**config.mk**
```make
export PLATFORM = sky130hd
export DESIGN_NAME = alu_control_mc_flat
export DESIGN_NICKNAME = d
export VERILOG_FILES = /design/src/rtl/alu_control_mc_if.sv /design/src/rtl/alu_control_mc.sv /design/src/flat_wrapper.sv
export SDC_FILE = /design/constraint.sdc
export NUM_CORES = 1
export LEC_CHECK = 0
export CAP_MARGIN = 20
export CORE_AREA = 2 2 39 41
export DETAILED_ROUTE_END_ITERATION = 8
export DIE_AREA = 0 0 41 43
export GPL_ROUTABILITY_DRIVEN = 0
export PLACE_DENSITY = 0.68
export SLEW_MARGIN = 20
export SYNTH_ARGS = -nofsm -noshare
export SYNTH_HDL_FRONTEND = slang
export SYNTH_SLANG_ARGS = --single-unit
```
**constraint.sdc**
```tcl
create_clock -name clk_i -period 0.8 [get_ports clk_i]
set_clock_uncertainty 0.1 [all_clocks]
set_input_delay 0.16 -clock clk_i [delete_from_list [all_inputs] [get_ports clk_i]]
set_output_delay 0.16 -clock clk_i [all_outputs]
set_load 0.05 [all_outputs]
```
**src/rtl/alu_control_mc_if.sv**
```systemverilog
// alu_control_mc_if: decode request/response bundle between control unit and ALU/MDU sequencer.
interface alu_control_mc_if #(parameter int OP_W = 5);
  logic            flush_i;
  logic            valid_i;
  logic            is_immediate_i;
  logic [1:0]      ALU_CO_i;
  logic [6:0]      FUNC7_i;
  logic [2:0]      FUNC3_i;
  logic [OP_W-1:0] ALU_OP_o;
  logic            op_valid_o;
  logic            is_mdu_o;
  logic            mdu_start_o;
  logic            stall_o;
  logic            done_o;
  modport master (
    output flush_i, valid_i, is_immediate_i, ALU_CO_i, FUNC7_i, FUNC3_i,
    input  ALU_OP_o, op_valid_o, is_mdu_o, mdu_start_o, stall_o, done_o
  );
  modport slave (
    input  flush_i, valid_i, is_immediate_i, ALU_CO_i, FUNC7_i, FUNC3_i,
    output ALU_OP_o, op_valid_o, is_mdu_o, mdu_start_o, stall_o, done_o
  );
endinterface

```
**src/rtl/alu_control_mc.sv**
```systemverilog
// alu_control_mc: registered ALU/MDU opcode decoder with multi-cycle MDU stall sequencer.
// RV_M_EXT_EN enables RV32M decode and the MUL/DIV wait FSM; undefined ties MDU outputs low.
module alu_control_mc #(
  parameter int OP_W       = 5,
  parameter int MUL_CYCLES = 2,
  parameter int DIV_CYCLES = 33
) (
  input logic            clk_i,
  input logic            rst_n_i,
  alu_control_mc_if.slave bus
);
  logic [3:0]      base_op;
  logic [OP_W-1:0] alu_op_q, alu_op_d;
  logic            op_valid_q, op_valid_d;
  logic            accept;
  always_comb begin
    base_op = 4'b0000;
    case (bus.ALU_CO_i)
      2'b00: base_op = 4'b0010;
      2'b01:
        case (bus.FUNC3_i)
          3'b001:  base_op = 4'b0011;
          3'b100:  base_op = 4'b1100;
          3'b101:  base_op = 4'b1110;
          3'b110:  base_op = 4'b1101;
          3'b111:  base_op = 4'b1111;
          default: base_op = 4'b1010;
        endcase
      2'b10:
        case (bus.FUNC3_i)
          3'b000:  base_op = (!bus.is_immediate_i && bus.FUNC7_i[5]) ? 4'b1010 : 4'b0010;
          3'b111:  base_op = 4'b0000;
          3'b110:  base_op = 4'b0001;
          3'b100:  base_op = 4'b1000;
          3'b010:  base_op = 4'b1110;
          3'b011:  base_op = 4'b1111;
          3'b001:  base_op = 4'b0100;
          default: base_op = bus.FUNC7_i[5] ? 4'b0111 : 4'b0101;
        endcase
      default: base_op = 4'b0000;
    endcase
  end
  assign accept          = bus.valid_i && !bus.stall_o && !bus.flush_i;
  assign bus.ALU_OP_o    = alu_op_q;
  assign bus.op_valid_o  = op_valid_q;
`ifdef RV_M_EXT_EN
  localparam int MAX_CYC = MUL_CYCLES > DIV_CYCLES ? MUL_CYCLES : DIV_CYCLES;
  localparam int CW      = $clog2(MAX_CYC + 1);
  typedef enum logic [1:0] {IDLE, MUL_WAIT, DIV_WAIT} state_t;
  state_t        state_q, state_d;
  logic [CW-1:0] cnt_q, cnt_d;
  logic          is_mdu_q, is_mdu_d;
  logic          mdu_start_q, mdu_start_d;
  logic          m_op;
  assign m_op = bus.ALU_CO_i == 2'b10 && !bus.is_immediate_i && bus.FUNC7_i == 7'b0000001;
  always_comb begin
    state_d     = state_q;
    cnt_d       = cnt_q;
    alu_op_d    = alu_op_q;
    op_valid_d  = 1'b0;
    is_mdu_d    = is_mdu_q;
    mdu_start_d = 1'b0;
    if (bus.flush_i) begin
      state_d  = IDLE;
      cnt_d    = '0;
      is_mdu_d = 1'b0;
    end else if (accept) begin
      alu_op_d    = m_op ? OP_W'({2'b10, bus.FUNC3_i}) : OP_W'(base_op);
      op_valid_d  = 1'b1;
      is_mdu_d    = m_op;
      mdu_start_d = m_op;
      if (m_op) begin
        state_d = bus.FUNC3_i[2] ? DIV_WAIT : MUL_WAIT;
        cnt_d   = bus.FUNC3_i[2] ? CW'(DIV_CYCLES) : CW'(MUL_CYCLES);
      end
    end else if (state_q != IDLE) begin
      cnt_d   = cnt_q - 1'b1;
      state_d = cnt_q == CW'(1) ? IDLE : state_q;
    end
  end
  always_ff @(posedge clk_i or negedge rst_n_i) begin
    if (!rst_n_i) begin
      state_q     <= IDLE;
      cnt_q       <= '0;
      alu_op_q    <= '0;
      op_valid_q  <= 1'b0;
      is_mdu_q    <= 1'b0;
      mdu_start_q <= 1'b0;
    end else begin
      state_q     <= state_d;
      cnt_q       <= cnt_d;
      alu_op_q    <= alu_op_d;
      op_valid_q  <= op_valid_d;
      is_mdu_q    <= is_mdu_d;
      mdu_start_q <= mdu_start_d;
    end
  end
  assign bus.is_mdu_o    = is_mdu_q;
  assign bus.mdu_start_o = mdu_start_q;
  assign bus.stall_o     = state_q != IDLE;
  assign bus.done_o      = state_q != IDLE && cnt_q == CW'(1);
`else
  logic unused_func7;
  assign unused_func7 = &{1'b0, bus.FUNC7_i[6], bus.FUNC7_i[4:0]};
  always_comb begin
    alu_op_d   = accept ? OP_W'(base_op) : alu_op_q;
    op_valid_d = accept;
  end
  always_ff @(posedge clk_i or negedge rst_n_i) begin
    if (!rst_n_i) begin
      alu_op_q   <= '0;
      op_valid_q <= 1'b0;
    end else begin
      alu_op_q   <= alu_op_d;
      op_valid_q <= op_valid_d;
    end
  end
  assign bus.is_mdu_o    = 1'b0;
  assign bus.mdu_start_o = 1'b0;
  assign bus.stall_o     = 1'b0;
  assign bus.done_o      = 1'b0;
`endif
endmodule

```
**src/flat_wrapper.sv**
```systemverilog
// flat-port wrapper written by rule: the top's interface ports become plain ports
module alu_control_mc_flat 
#(
  parameter int OP_W       = 5,
  parameter int MUL_CYCLES = 2,
  parameter int DIV_CYCLES = 33
)
  (clk_i, rst_n_i, bus_flush_i, bus_valid_i, bus_is_immediate_i, bus_ALU_CO_i, bus_FUNC7_i, bus_FUNC3_i, bus_ALU_OP_o, bus_op_valid_o, bus_is_mdu_o, bus_mdu_start_o, bus_stall_o, bus_done_o);
  alu_control_mc_if #(.OP_W(OP_W)) bus_i ();
  input logic clk_i;
  input logic rst_n_i;
  input wire logic [$bits(bus_i.flush_i)-1:0] bus_flush_i;
  input wire logic [$bits(bus_i.valid_i)-1:0] bus_valid_i;
  input wire logic [$bits(bus_i.is_immediate_i)-1:0] bus_is_immediate_i;
  input wire logic [$bits(bus_i.ALU_CO_i)-1:0] bus_ALU_CO_i;
  input wire logic [$bits(bus_i.FUNC7_i)-1:0] bus_FUNC7_i;
  input wire logic [$bits(bus_i.FUNC3_i)-1:0] bus_FUNC3_i;
  output wire logic [$bits(bus_i.ALU_OP_o)-1:0] bus_ALU_OP_o;
  output wire logic [$bits(bus_i.op_valid_o)-1:0] bus_op_valid_o;
  output wire logic [$bits(bus_i.is_mdu_o)-1:0] bus_is_mdu_o;
  output wire logic [$bits(bus_i.mdu_start_o)-1:0] bus_mdu_start_o;
  output wire logic [$bits(bus_i.stall_o)-1:0] bus_stall_o;
  output wire logic [$bits(bus_i.done_o)-1:0] bus_done_o;
  assign bus_i.flush_i = bus_flush_i;
  assign bus_i.valid_i = bus_valid_i;
  assign bus_i.is_immediate_i = bus_is_immediate_i;
  assign bus_i.ALU_CO_i = bus_ALU_CO_i;
  assign bus_i.FUNC7_i = bus_FUNC7_i;
  assign bus_i.FUNC3_i = bus_FUNC3_i;
  assign bus_ALU_OP_o = bus_i.ALU_OP_o;
  assign bus_op_valid_o = bus_i.op_valid_o;
  assign bus_is_mdu_o = bus_i.is_mdu_o;
  assign bus_mdu_start_o = bus_i.mdu_start_o;
  assign bus_stall_o = bus_i.stall_o;
  assign bus_done_o = bus_i.done_o;
  alu_control_mc #(.OP_W(OP_W), .MUL_CYCLES(MUL_CYCLES), .DIV_CYCLES(DIV_CYCLES)) u_core (.clk_i(clk_i), .rst_n_i(rst_n_i), .bus(bus_i));
endmodule
```
==> results.toml, run 1 <==
[pwr]
ir_worst_vdd_mv = 0.578
pwr-share-clk_pct = 25.3
pwr-share-seq_pct = 28.8
p_leak_uw = 0.000316
switching_share_pct = 36.4
power_density_mw_per_mm2 = 1640
p_switching_uw = 412
pwr-share-comb_pct = 45.9
p_int_uw = 722

[sta]
setup_violations = 6
rsz0062_at_grt = "true"
setup_ws_ps = -275
slew_viol_final = 0
max_freq_ghz = 0.930
final_hold_viol_count = 0
min_period_ps = 1070
timing.final.crit_share_pct = 134

[logic_synthesis]
synth.ff_latch_count = 5
syn_inst = 46
yosysTopAreaCell = "dfrtp_1"
synthesis.yosys.warnings = 0
yosys_most_used_dff = "dfrtp_1"
netlist-cell-type-count = 18
ys_top_cells_by_area = "dfrtp_1 33%, nand2b_4 11%, buf_4 9.8%"
synth.avg_cell_area_sq_um = 8.30
ys_async_sr_fraction_pct = 100
synth.yosys.seq_area_share_pct = 32.8
yosysMostFrequentCell = "a21oi_1"
synth_common_cells = "7 x a21oi_1, 6 x nor2_1, 5 x buf_4, 5 x dfrtp_1, 4 x a31oi_1"
synth_edf_count = 0
netlist.area_leader.share_pct = 32.8
synth_area_sq_um = 382

[route]
ant_nets = 0
drtIter0Drc = 5
routed_wl_um = 885
viasPerCell = 4.62
routedWlPerCell_um = 10.4
first_pass_iters = 2
post-route-drc-count = 0
vias = 393

[critical_path]
path_buf_inv = 1
slowest_delay_ps = 420
path_cells = "buf_12"
critPathKind = "flip-flop to output port"
crit_path_start_kind = "flip-flop"
crit_fanout = 2
end_kind = "output port"
critPathArrivalTime_ps = 810
cp_top_family = "flip-flops"
cp.required_ps = 540
slowest_stage = "dfrtp_2"

[layout]
fin_nets = 87
drive_gt1_share_pct = 58.0
fillers = 140
fin_cells = 85
antenna_cells = 0
utilization_pct = 50.1
syn2layout_area_growth_pct = 81.6

[clock_tree]
cts-htree-levels = 1
cts.clk_slew.worst_paths_ps = 40
cts_root_buffer = "clkbuf_4"
clock_path_buffers = 2
ctsHoldBuffers = 0
clk_latency_ps = 240
cts_buffers = 3
cts_tree = "yes"
clock_sinks = 5

[floorplan]
fp.dieW_um = 41
fp-row-count = 14
top_level_ports = 27
die_h_um = 43
core_sq_mm = 0.00138
dieArea_sq_mm = 0.00176
initial_core_util_pct = 27.6

[outcome]
status = "finished, violations left"
violations = "negative setup slack"

[global_route]
antenna_found_initial = 0
grt_pass1_wl_um = 1370
grt_usage_pct = 11.1
gr-total-overflow = 0
grt_pass1_vias = 361
grt_max_degree = 9

[place]
portBuffers = 15
dp_cells = 80
place_hpwl_um = 643

[worst_hold_path]
hold_class = "input pin to asynchronous set/reset pin"

[job]
maxCapViolCount = 0
-- final timing paths --
kind                                               startpoint                                 end  slack, ps  cells past startpoint
hold reg to reg            u_core.bus.ALU_OP_o[3]$_DFFE_PN0P_  u_core.bus.ALU_OP_o[3]$_DFFE_PN0P_        460                      2
setup reg to reg           u_core.bus.ALU_OP_o[0]$_DFFE_PN0P_  u_core.bus.ALU_OP_o[0]$_DFFE_PN0P_        -60                      3
min in group clk_i                             bus_FUNC3_i[1]  u_core.bus.ALU_OP_o[0]$_DFFE_PN0P_        120                      3
setup / recovery           u_core.bus.ALU_OP_o[2]$_DFFE_PN0P_                     bus_ALU_OP_o[2]       -270                      1
max in group asynchronous                             rst_n_i  u_core.bus.ALU_OP_o[3]$_DFFE_PN0P_        340                      1
hold / removal                                        rst_n_i  u_core.bus.ALU_OP_o[1]$_DFFE_PN0P_         50                      1
-- through the flow --
| stage | worst slack (ps) | instance area [sq um] | setup TNS, ps | power, uW | hold WS (ps) |
|---|---|---|---|---|---|
| after detailed placement | -635 | 617 | -2830 | 813 | 301 |
| after floorplan | -93.6 | 409 | -341 | 589 | -236 |
| after CTS | -283 | 664 | -1450 | 1120 | 41.1 |
| after global routing | -294 | 693 | -1530 | 1200 | 56.7 |
| final | -275 | 693 | -1390 | 1130 | 45.7 |
| after global placement | -610 | 617 | -2690 | 809 | 293 |
-- registers in the layout (all words and copies together) (netlist names) --
signal	cells
u_core.bus.ALU_OP_o	4
u_core.bus.op_valid_o	1
-- placed cells by master (no fill, tap or decap), types with 4 or more instances in the layout --
master / synthesis / routed
nor2_1: 6 / 4
a31oi_1: 4 / 4
dfrtp_2: 0 / 5
conb_1: 1 / 5
buf_12: 0 / 5
buf_2: 1 / 4
nand2b_4: 3 / 5
buf_6: 1 / 4
a21oi_1: 7 / 5
-- what timing repair did --
item | CTS | global route
gates cloned | 1 | 0
resized for setup | 31 | 15
setup buffers | 0 | 1
pin swaps | 7 | 10
endpoints found under the setup margin | 10 | 9
-- layout make-up --
| class | count | area [sq um] | share of cell area (%) |
|---|---|---|---|
| multi-input combinational | 36 | 259 | 37.4 |
| clock buffer | 4 | 26.3 | 3.79 |
| tap | 16 | 20.0 | 2.89 |
| sequential | 5 | 131 | 19.0 |
| inverter | 2 | 7.51 | 1.08 |
| timing repair buffer | 22 | 249 | 35.9 |
-- metal layers --
layer	routed length [um]	share of wire (%)	track usage, %	vias to the layer above
met5	0	0	0	-
met4	19	2.1	8.00	0
met3	62	7.0	1.57	2
met2	499	56	18.4	18
met1	304	34	11.9	181
li1	-	-	-	192
-- logic make-up (layout without fill, tap and decap cells) --
group	Yosys count	in the layout	synth area share, %
compound gates	16	16	23.3
buf+inv	9	28	16.1
other cells	1	5	0.983
flops	5	5	32.8
simple gates	15	15	26.9
-- power groups by stage --
stage | sequential, uW | combinational, uW | clock [uW]
CTS | 325 | 491 | 303
detailed placement | 329 | 484 | 0
global route | 328 | 553 | 318
floorplan | 423 | 166 | 0
global placement | 328 | 481 | 0
finish | 327 | 521 | 287
Note: power is estimated with default switching activity, not from simulation.
==> run 2, diff against run 1 <==
- GPL_ROUTABILITY_DRIVEN: 0 -> not set
==> results of run 2 <==
No change in the layout: final DEF, timing and power equal those of run 1.
